**src/rtl/spi_resp_pkg.sv**
```systemverilog
// rtl/spi_resp_pkg.sv - shared types and defaults for the SPI responder
package spi_resp_pkg;

  typedef enum logic {
    IDLE  = 1'b0,
    SHIFT = 1'b1
  } state_t;

  localparam int         DEFAULT_DATA_W = 8;
  localparam logic [7:0] DEFAULT_FILL   = 8'hFF;

endpackage

```
**src/rtl/spi_sync_edge.sv**
```systemverilog
// rtl/spi_sync_edge.sv - async input synchroniser with rise/fall pulse detection
module spi_sync_edge #(
  parameter int   STAGES    = 2,
  parameter logic RESET_VAL = 1'b0
) (
  input  logic clk,
  input  logic rst,
  input  logic din,
  output logic rise,
  output logic fall
);

  logic [STAGES-1:0] chain;
  logic              dly;
  logic [STAGES:0]   primed;

  always_ff @(posedge clk) begin
    if (rst) begin
      chain  <= {STAGES{RESET_VAL}};
      dly    <= RESET_VAL;
      primed <= '0;
    end else begin
      chain  <= {chain[STAGES-2:0], din};
      dly    <= chain[STAGES-1];
      primed <= {primed[STAGES-1:0], 1'b1};
    end
  end

  // Edges only count once the chain holds real samples, so the reset value
  // can never be mistaken for a transition on the pin.
  assign rise = primed[STAGES] &&  chain[STAGES-1] && !dly;
  assign fall = primed[STAGES] && !chain[STAGES-1] &&  dly;

endmodule

```
**src/rtl/spi_slave_responder.sv**
```systemverilog
// rtl/spi_slave_responder.sv - SPI mode 0 target: MOSI word assembly, MISO word shifting
module spi_slave_responder
  import spi_resp_pkg::*;
#(
  parameter int                DATA_W      = DEFAULT_DATA_W,
  parameter int                SYNC_STAGES = 2,
  parameter logic [DATA_W-1:0] FILL        = DATA_W'(DEFAULT_FILL)
) (
  input  logic              clk_clk,
  input  logic              reset_reset,
  input  logic              spi_external_SCLK,
  input  logic              spi_external_MOSI,
  input  logic              spi_external_SS_n,
  output logic              spi_external_MISO,
  output logic              spi_external_MISO_oe,
  output logic [DATA_W-1:0] rx_data,
  output logic              rx_valid,
  input  logic [DATA_W-1:0] tx_data,
  input  logic              tx_valid,
  output logic              tx_ready,
  output logic              underrun,
  output logic              frame_abort,
  output logic              busy
);

  localparam int               CNT_W = $clog2(DATA_W);
  localparam logic [CNT_W-1:0] LAST  = CNT_W'(DATA_W - 1);

  state_t                 state, state_nx;
  logic [CNT_W-1:0]       bit_cnt, bit_cnt_nx;
  logic [DATA_W-2:0]      rx_shift, rx_shift_nx;
  logic [DATA_W-1:0]      tx_shift, tx_shift_nx;
  logic [DATA_W-1:0]      hold, hold_nx;
  logic                   hold_full, hold_full_nx;
  logic [DATA_W-1:0]      rx_data_nx, rx_word;
  logic                   rx_pend, rx_pend_nx;
  logic                   underrun_nx, frame_abort_nx;
  logic                   load, accept, active;
  logic [SYNC_STAGES-1:0] mosi_sync;
  logic                   mosi_s;
  logic                   sclk_rise, sclk_fall, ss_rise, ss_fall;

  spi_sync_edge #(.STAGES(SYNC_STAGES), .RESET_VAL(1'b0)) u_sclk_sync (
    .clk  (clk_clk),
    .rst  (reset_reset),
    .din  (spi_external_SCLK),
    .rise (sclk_rise),
    .fall (sclk_fall)
  );

  spi_sync_edge #(.STAGES(SYNC_STAGES), .RESET_VAL(1'b1)) u_ss_sync (
    .clk  (clk_clk),
    .rst  (reset_reset),
    .din  (spi_external_SS_n),
    .rise (ss_rise),
    .fall (ss_fall)
  );

  assign mosi_s = mosi_sync[SYNC_STAGES-1];
  assign accept = tx_valid && tx_ready;

  always_comb begin
    state_nx       = state;
    bit_cnt_nx     = bit_cnt;
    rx_shift_nx    = rx_shift;
    tx_shift_nx    = tx_shift;
    rx_data_nx     = rx_data;
    rx_pend_nx     = 1'b0;
    underrun_nx    = 1'b0;
    frame_abort_nx = 1'b0;
    hold_nx        = hold;
    hold_full_nx   = hold_full;
    load           = 1'b0;
    rx_word        = {rx_shift, mosi_s};

    case (state)
      IDLE: begin
        if (ss_fall) begin
          state_nx   = SHIFT;
          bit_cnt_nx = '0;
          load       = 1'b1;
        end
      end
      SHIFT: begin
        // Deselect takes priority over any SCLK edge seen in the same cycle.
        if (ss_rise) begin
          state_nx       = IDLE;
          frame_abort_nx = (bit_cnt != '0);
        end else if (sclk_rise) begin
          rx_shift_nx = rx_word[DATA_W-2:0];
          if (bit_cnt == LAST) begin
            bit_cnt_nx = '0;
            rx_data_nx = rx_word;
            rx_pend_nx = 1'b1;
          end else begin
            bit_cnt_nx = bit_cnt + 1'b1;
          end
        end else if (sclk_fall) begin
          if (bit_cnt == '0) load = 1'b1;
          else               tx_shift_nx = {tx_shift[DATA_W-2:0], 1'b0};
        end
      end
      default: state_nx = IDLE;
    endcase

    // A load sees the holding register as it was before this cycle's accept.
    if (load) begin
      if (hold_full) begin
        tx_shift_nx  = hold;
        hold_full_nx = 1'b0;
      end else begin
        tx_shift_nx = FILL;
        underrun_nx = 1'b1;
      end
    end
    if (accept) begin
      hold_nx      = tx_data;
      hold_full_nx = 1'b1;
    end
  end

  always_ff @(posedge clk_clk) begin
    if (reset_reset) begin
      state       <= IDLE;
      bit_cnt     <= '0;
      rx_shift    <= '0;
      tx_shift    <= '0;
      hold        <= '0;
      hold_full   <= 1'b0;
      rx_data     <= '0;
      rx_pend     <= 1'b0;
      rx_valid    <= 1'b0;
      underrun    <= 1'b0;
      frame_abort <= 1'b0;
      mosi_sync   <= '0;
    end else begin
      state       <= state_nx;
      bit_cnt     <= bit_cnt_nx;
      rx_shift    <= rx_shift_nx;
      tx_shift    <= tx_shift_nx;
      hold        <= hold_nx;
      hold_full   <= hold_full_nx;
      rx_data     <= rx_data_nx;
      rx_pend     <= rx_pend_nx;
      rx_valid    <= rx_pend;
      underrun    <= underrun_nx;
      frame_abort <= frame_abort_nx;
      mosi_sync   <= {mosi_sync[SYNC_STAGES-2:0], spi_external_MOSI};
    end
  end

  assign active               = (state == SHIFT) && !reset_reset;
  assign spi_external_MISO_oe = active;
  assign spi_external_MISO    = active && tx_shift[DATA_W-1];
  assign busy                 = active;
  assign tx_ready             = !hold_full && !reset_reset;

endmodule

```
**config.mk**
```make
export PLATFORM = sky130hd
export DESIGN_NAME = spi_slave_responder
export DESIGN_NICKNAME = d
export VERILOG_FILES = /design/src/rtl/spi_resp_pkg.sv /design/src/rtl/spi_sync_edge.sv /design/src/rtl/spi_slave_responder.sv
export SDC_FILE = /design/constraint.sdc
export NUM_CORES = 1
export LEC_CHECK = 0
export ABC_CLOCK_PERIOD_IN_PS = 1600
export BUFFER_PORTS_ARGS = -buffer_cell sky130_fd_sc_hd__buf_2
export CELL_PAD_IN_SITES_DETAIL_PLACEMENT = 0
export CELL_PAD_IN_SITES_GLOBAL_PLACEMENT = 1
export CORE_MARGIN = 8
export CORE_UTILIZATION = 41
export CTS_CLUSTER_SIZE = 12
export DETAILED_ROUTE_END_ITERATION = 6
export PLACE_DENSITY_LB_ADDON = 0.1
export SLEW_MARGIN = 15
export SYNTH_ARGS = -nofsm -noshare
export SYNTH_HDL_FRONTEND = slang
export SYNTH_SLANG_ARGS = --single-unit
export TNS_END_PERCENT = 10
```
**constraint.sdc**
```tcl
create_clock -name clk_clk -period 1.6 [get_ports clk_clk]
set_input_delay 0.24 -clock clk_clk [delete_from_list [all_inputs] [get_ports clk_clk]]
set_output_delay 0.24 -clock clk_clk [all_outputs]
set_load 0.02 [all_outputs]
```
### Word-level counts from Yosys, hierarchy flattened

Index checks and enable logic that the tools add are counted.

* shifts and indexed selects: 0
* div/mod/pow operators: 0
* magnitude comparators: 0
* $add $sub $neg: 1
* bitwise operators: 4
* eq/ne operators: 7
* multiply operators: 0
* reduce and logical (&&, ||, !) cells: 30
* mux-type cells: 26

Operators by type and width (number)
* 2-to-1 mux 8 bit: 7
* logical AND 1 bit: 12
* 2-to-1 mux 1 bit: 12
* 2-to-1 mux 3 bit: 4
* != test 2 bit, second input constant: 5
* zero test 1 bit: 6
* case mux 3 bit (2 select lines): 1
* AND reduction 3 bit: 2
* nonzero test 2 bit: 3
* AND reduction 5 bit: 1
* inverter 1 bit: 4
* case mux 1 bit (2 select lines): 2
* AND reduction 4 bit: 1
* OR reduction 4 bit: 1
* adder 3 x 1 -> 3 bit, second input constant: 1
* equality test 3 bit, second input constant: 1
* zero test 3 bit: 1
* nonzero test 3 bit: 1
* OR reduction 3 bit: 1
* != test 2 x 1 -> 1 bit, second input constant: 1
* OR reduction 2 bit: 1

* ROM bits: 0
* memory bits (writable): 0
* register bits: 54
* output and inout bits: 15
* word-level logic and storage cells: 88
* memories: 0
* bits in latches: 0

### Logic depth before layout (Yosys ltp)

* word-level depth: 9
* mapped depth: 7

### Hierarchy

From an unflattened synthesis, not the netlist that was laid out.

* cell total of the unflattened synthesis: 228
* area, all modules: 2059.5 um2

Modules (own cells, without submodules)
* spi_slave_responder: cells each 200, instances 1, sequential area each 840.8 um2, area each 1714.1 um2
* spi_sync_edge: cells each 14, instances 2, sequential area each 120.1 um2, area each 172.7 um2

### Worst setup path after synthesis

Ideal clock, no wire load.

* path type: reg-to-reg
* start point: register bit_cnt[0]
* end point: register rx_data[6]
* buffers on the path: 1
* data arrival time: 1.334 ns
* stages on the path, launching flop included: 7
* required time: 1.468 ns
* setup time: 0.132 ns
* period minus slack after synthesis: 1.466 ns
* setup slack: 0.134 ns
* path through: dfxtp_1 -> ha_1 -> ha_1 -> clkbuf_1 -> nand4_1 -> nand2_1 -> a21oi_1

* longest elaborated chain between the ends: 2

RTL lines
* start: declaration: line spi_slave_responder.sv:30 `logic [CNT_W-1:0] bit_cnt, bit_cnt_nx;`
* start signal: assignment: line spi_slave_responder.sv:138 `bit_cnt <= bit_cnt_nx;`
* equality test 3 bit: line spi_slave_responder.sv:91 `if (bit_cnt == LAST) begin`
* AND reduction 4 bit (no source line)
* end signal: assignment: line spi_slave_responder.sv:143 `rx_data <= rx_data_nx;`
* end: declaration: line spi_slave_responder.sv:16 `output logic [DATA_W-1:0] rx_data,`

No other way between the ends.
A chain may end at the register's enable or synchronous reset.

### Final worst setup path

* start point: register state
* end point: output spi_external_MISO_oe

* longest elaborated chain between the ends: 1

RTL lines
* start: declaration: line spi_slave_responder.sv:29 `state_t state, state_nx;`
* start signal: assignment: line spi_slave_responder.sv:137 `state <= state_nx;`
* logical AND 1 bit: line spi_slave_responder.sv:152 `assign active = (state == SHIFT) && !reset_reset;`
* end: declaration: line spi_slave_responder.sv:15 `output logic spi_external_MISO_oe,`

No other way between the ends.

==> results.sh <==
export IMPL_fin_area_um2=2260
export IMPL_hpwl_mm=2.81
export IMPL_power_density_nw_per_um2=1000
export IMPL_die_h_um=84.9
export IMPL_diodes=0
export IMPL_start_util_pct=41.8
export IMPL_setup_viol_count_final=0
export IMPL_hold_path_class="primary input to flop"
export IMPL_internal_power_mw=1.80
export IMPL_wl_per_cell_um=12.9
export IMPL_syn_area_per_cell_um2=8.58
export IMPL_syn_cell_area_um2=1950
export IMPL_io_buffer_count=28
export IMPL_die_area_um2=7210
export IMPL_worstMarginPinSlew_ps=456
export IMPL_outcome="finished, final reports clean"
export IMPL_hold_viol=0
export IMPL_yosys_cell_types_count=30
export IMPL_relSlewSlack_pct=69.5
export IMPL_fmax_ghz=0.664
export IMPL_via_per_inst=5.01
export IMPL_period_share_pct=94.1
export IMPL_drc=0
export IMPL_cts_buffers=5
export IMPL_worstSetupPathType="flop to output port"
export IMPL_cts_root_buf="clkbuf_8"
export IMPL_die_x_um=84.9
export IMPL_htreeDepth=2
export IMPL_most_common_layout_cells="dfxtp_1 (50), nand2_1 (41), nand3_1 (29), a21oi_1 (29), buf_2 (28)"
export IMPL_ys_seq_elements=51
export IMPL_rows=25
export IMPL_vias=1553
export IMPL_grt_pass1_vias=1595
export IMPL_post_route_min_period_ps=1510
export IMPL_p_switching_mw=0.464
export IMPL_cp_end_kind="output port"
export IMPL_grt_pass1_wl_mm=7.09
export IMPL_swShare_pct=20.5
export IMPL_path_cells="nor2b_2 > buf_4 > buf_2"
export IMPL_synth_nets=244
export IMPL_ctsHoldBuffers=0
export IMPL_ys_seq_area_share_pct=52.4
export IMPL_critPathRequiredTime_ps=1360
export IMPL_post_route_util_pct=48.4
export IMPL_wl_mm=3.99
export IMPL_critPathArrivalTime_ps=1270
export IMPL_holdWs_ps=124
export IMPL_cpPeakStageDelay_ps=430
export IMPL_nFillCells=493
export IMPL_cp_top_family="flip-flops"
export IMPL_grt_util_all_layers_pct=12.0
export IMPL_drive_gt1_share_pct=20.7
export IMPL_synthToLayoutAreaGrowth_pct=15.9
export IMPL_power_frac_comb_pct=4.6
export IMPL_yosys_warnings=0
export IMPL_gp_congestion=0.741
export IMPL_irDropWorstVdd_mv=0.502
export IMPL_syn_inst=227
export IMPL_critPathLaunchType="flop"
export IMPL_first_pass_iters=4
export IMPL_ioPinCount=29
export IMPL_fin_tns_setup_ps=0
export IMPL_crit_fanout=9
export IMPL_final_antenna_net_count=0
export IMPL_drv_slew=0
export IMPL_skew_ps=6.93
export IMPL_clockBufferDepth=2
export IMPL_grt_max_degree=31
export IMPL_final_common_cell="dfxtp_1"
export IMPL_core_um2=4660
export IMPL_grt_ovfl_total=0
export IMPL_pre_cts_ws_ps=117
export IMPL_drv_cap=0
export IMPL_cts_tree="yes"
export IMPL_dpl_instance_area_um2=2140
export IMPL_nets=273
export IMPL_leakagePower_nw=0.877
export IMPL_power_clock_fraction_pct=37.3
export IMPL_grt_antenna_before_repair=0
export IMPL_clk_pin_slew_ps=80
export IMPL_cts_sinks=51
export IMPL_path_buf_inv=2
export IMPL_slowest_stage="dfxtp_2"
export IMPL_drt_initial_drc_count=64
export IMPL_clk_latency_ps=300
export IMPL_seqPwrFrac_pct=58.0
export IMPL_fin_ws_ps=94.9
==> cell usage after synthesis <==
master,count,area share (%)
ha_1,3,1.9
and3_2,1,0.39
nand3_1,29,7.5
and3_1,1,0.32
buf_1,1,0.19
nand2_4,1,0.58
a31oi_1,7,2.2
and2_1,1,0.32
or3_1,1,0.32
nor3_2,1,0.51
buf_2,1,0.26
clkinv_1,1,0.19
o22ai_1,8,2.6
nor4_4,1,1.1
buf_4,4,1.5
dfxtp_1,51,52
inv_1,5,0.96
a21oi_1,29,7.5
o21a_1,2,0.77
clkbuf_1,9,1.7
nor2b_2,1,0.45
nor3_1,2,0.51
or2b_1,1,0.39
and2_2,1,0.39
or2_2,2,0.64
nor2_1,5,0.96
nand2b_1,3,0.96
nor2b_1,11,3.5
nand2_1,41,7.9
nand4_1,3,0.96
==> logic make-up (layout without fill, tap and decap cells) <==
family                   Yosys count  in the layout  synth area share, %
adder cells (fa/ha/maj)            3              3                 1.93
buffers and inverters             21             50                 4.88
AO/OA/AOI/OAI                     46             46                 13.0
flip-flops                        51             51                 52.4
AND/OR/NAND/NOR                  106            106                 27.7
==> repair_timing <==
action,CTS,global route
endpoints found under the setup margin,3,4
setup buffers,0,1
gates resized for setup,2,0
==> stage by stage <==
stage	power, mW	instances
3_3_place_gp	1.45	302
2_1_floorplan	1.41	227
4_1_cts	2.31	309
3_5_place_dp	1.45	302
6_report	2.26	310
5_1_grt	2.38	310
==> final timing paths <==
path	start	to	slack [ps]	depth (start not counted)
setup / recovery	state$_SDFF_PP0_	spi_external_MISO_oe	90	3
hold / removal	spi_external_SS_n	u_ss_sync.chain[0]$_SDFF_PP1_	120	2
setup reg to reg	u_ss_sync.primed[2]$_SDFF_PP0_	tx_shift[3]$_SDFFE_PP0P_	200	4
hold reg to reg	u_ss_sync.chain[0]$_SDFF_PP1_	u_ss_sync.chain[1]$_SDFF_PP1_	410	1
==> registers in the layout, indices dropped and copies added (netlist names) <==
signal             flops
rx_valid               1
mosi_sync              2
state                  1
u_ss_sync.chain        2
hold_full              1
u_ss_sync.primed       3
bit_cnt                3
rx_shift               7
u_sclk_sync.dly        1
underrun               1
u_sclk_sync.chain      2
hold                   8
u_ss_sync.dly          1
frame_abort            1
rx_pend                1
rx_data                8
tx_shift               8
==> final cells by class <==
type                    count  area, um^2  area share (%)
flip-flops and latches     51        1020            45.3
clock buffers               6        72.6            3.22
clock inverters             1        30.0            1.33
multi-input cells         155         833            36.9
repair buffers             37         208            9.21
well taps                  54        67.6            3.00
inverters                   6        22.5           0.998
==> metal layers <==
layer	part of all wire [%]	GRT usage [%]	vias up	wire length, um
li1	-	-	830	-
met1	48	13.4	693	1930
met2	47	20.8	26	1860
met3	4.2	3.86	4	167
met4	0.90	4.37	0	36
met5	0	0	-	0
==> power by group through the flow <==
stage	sequential [mW]	combinational (mW)	clock, mW
CTS	1.31	0.108	0.886
global placement	1.34	0.106	0
finish	1.31	0.105	0.844
detailed placement	1.34	0.107	0
global route	1.32	0.120	0.942
floorplan	1.34	0.0709	0
Note: power is estimated with default switching activity, not from simulation.
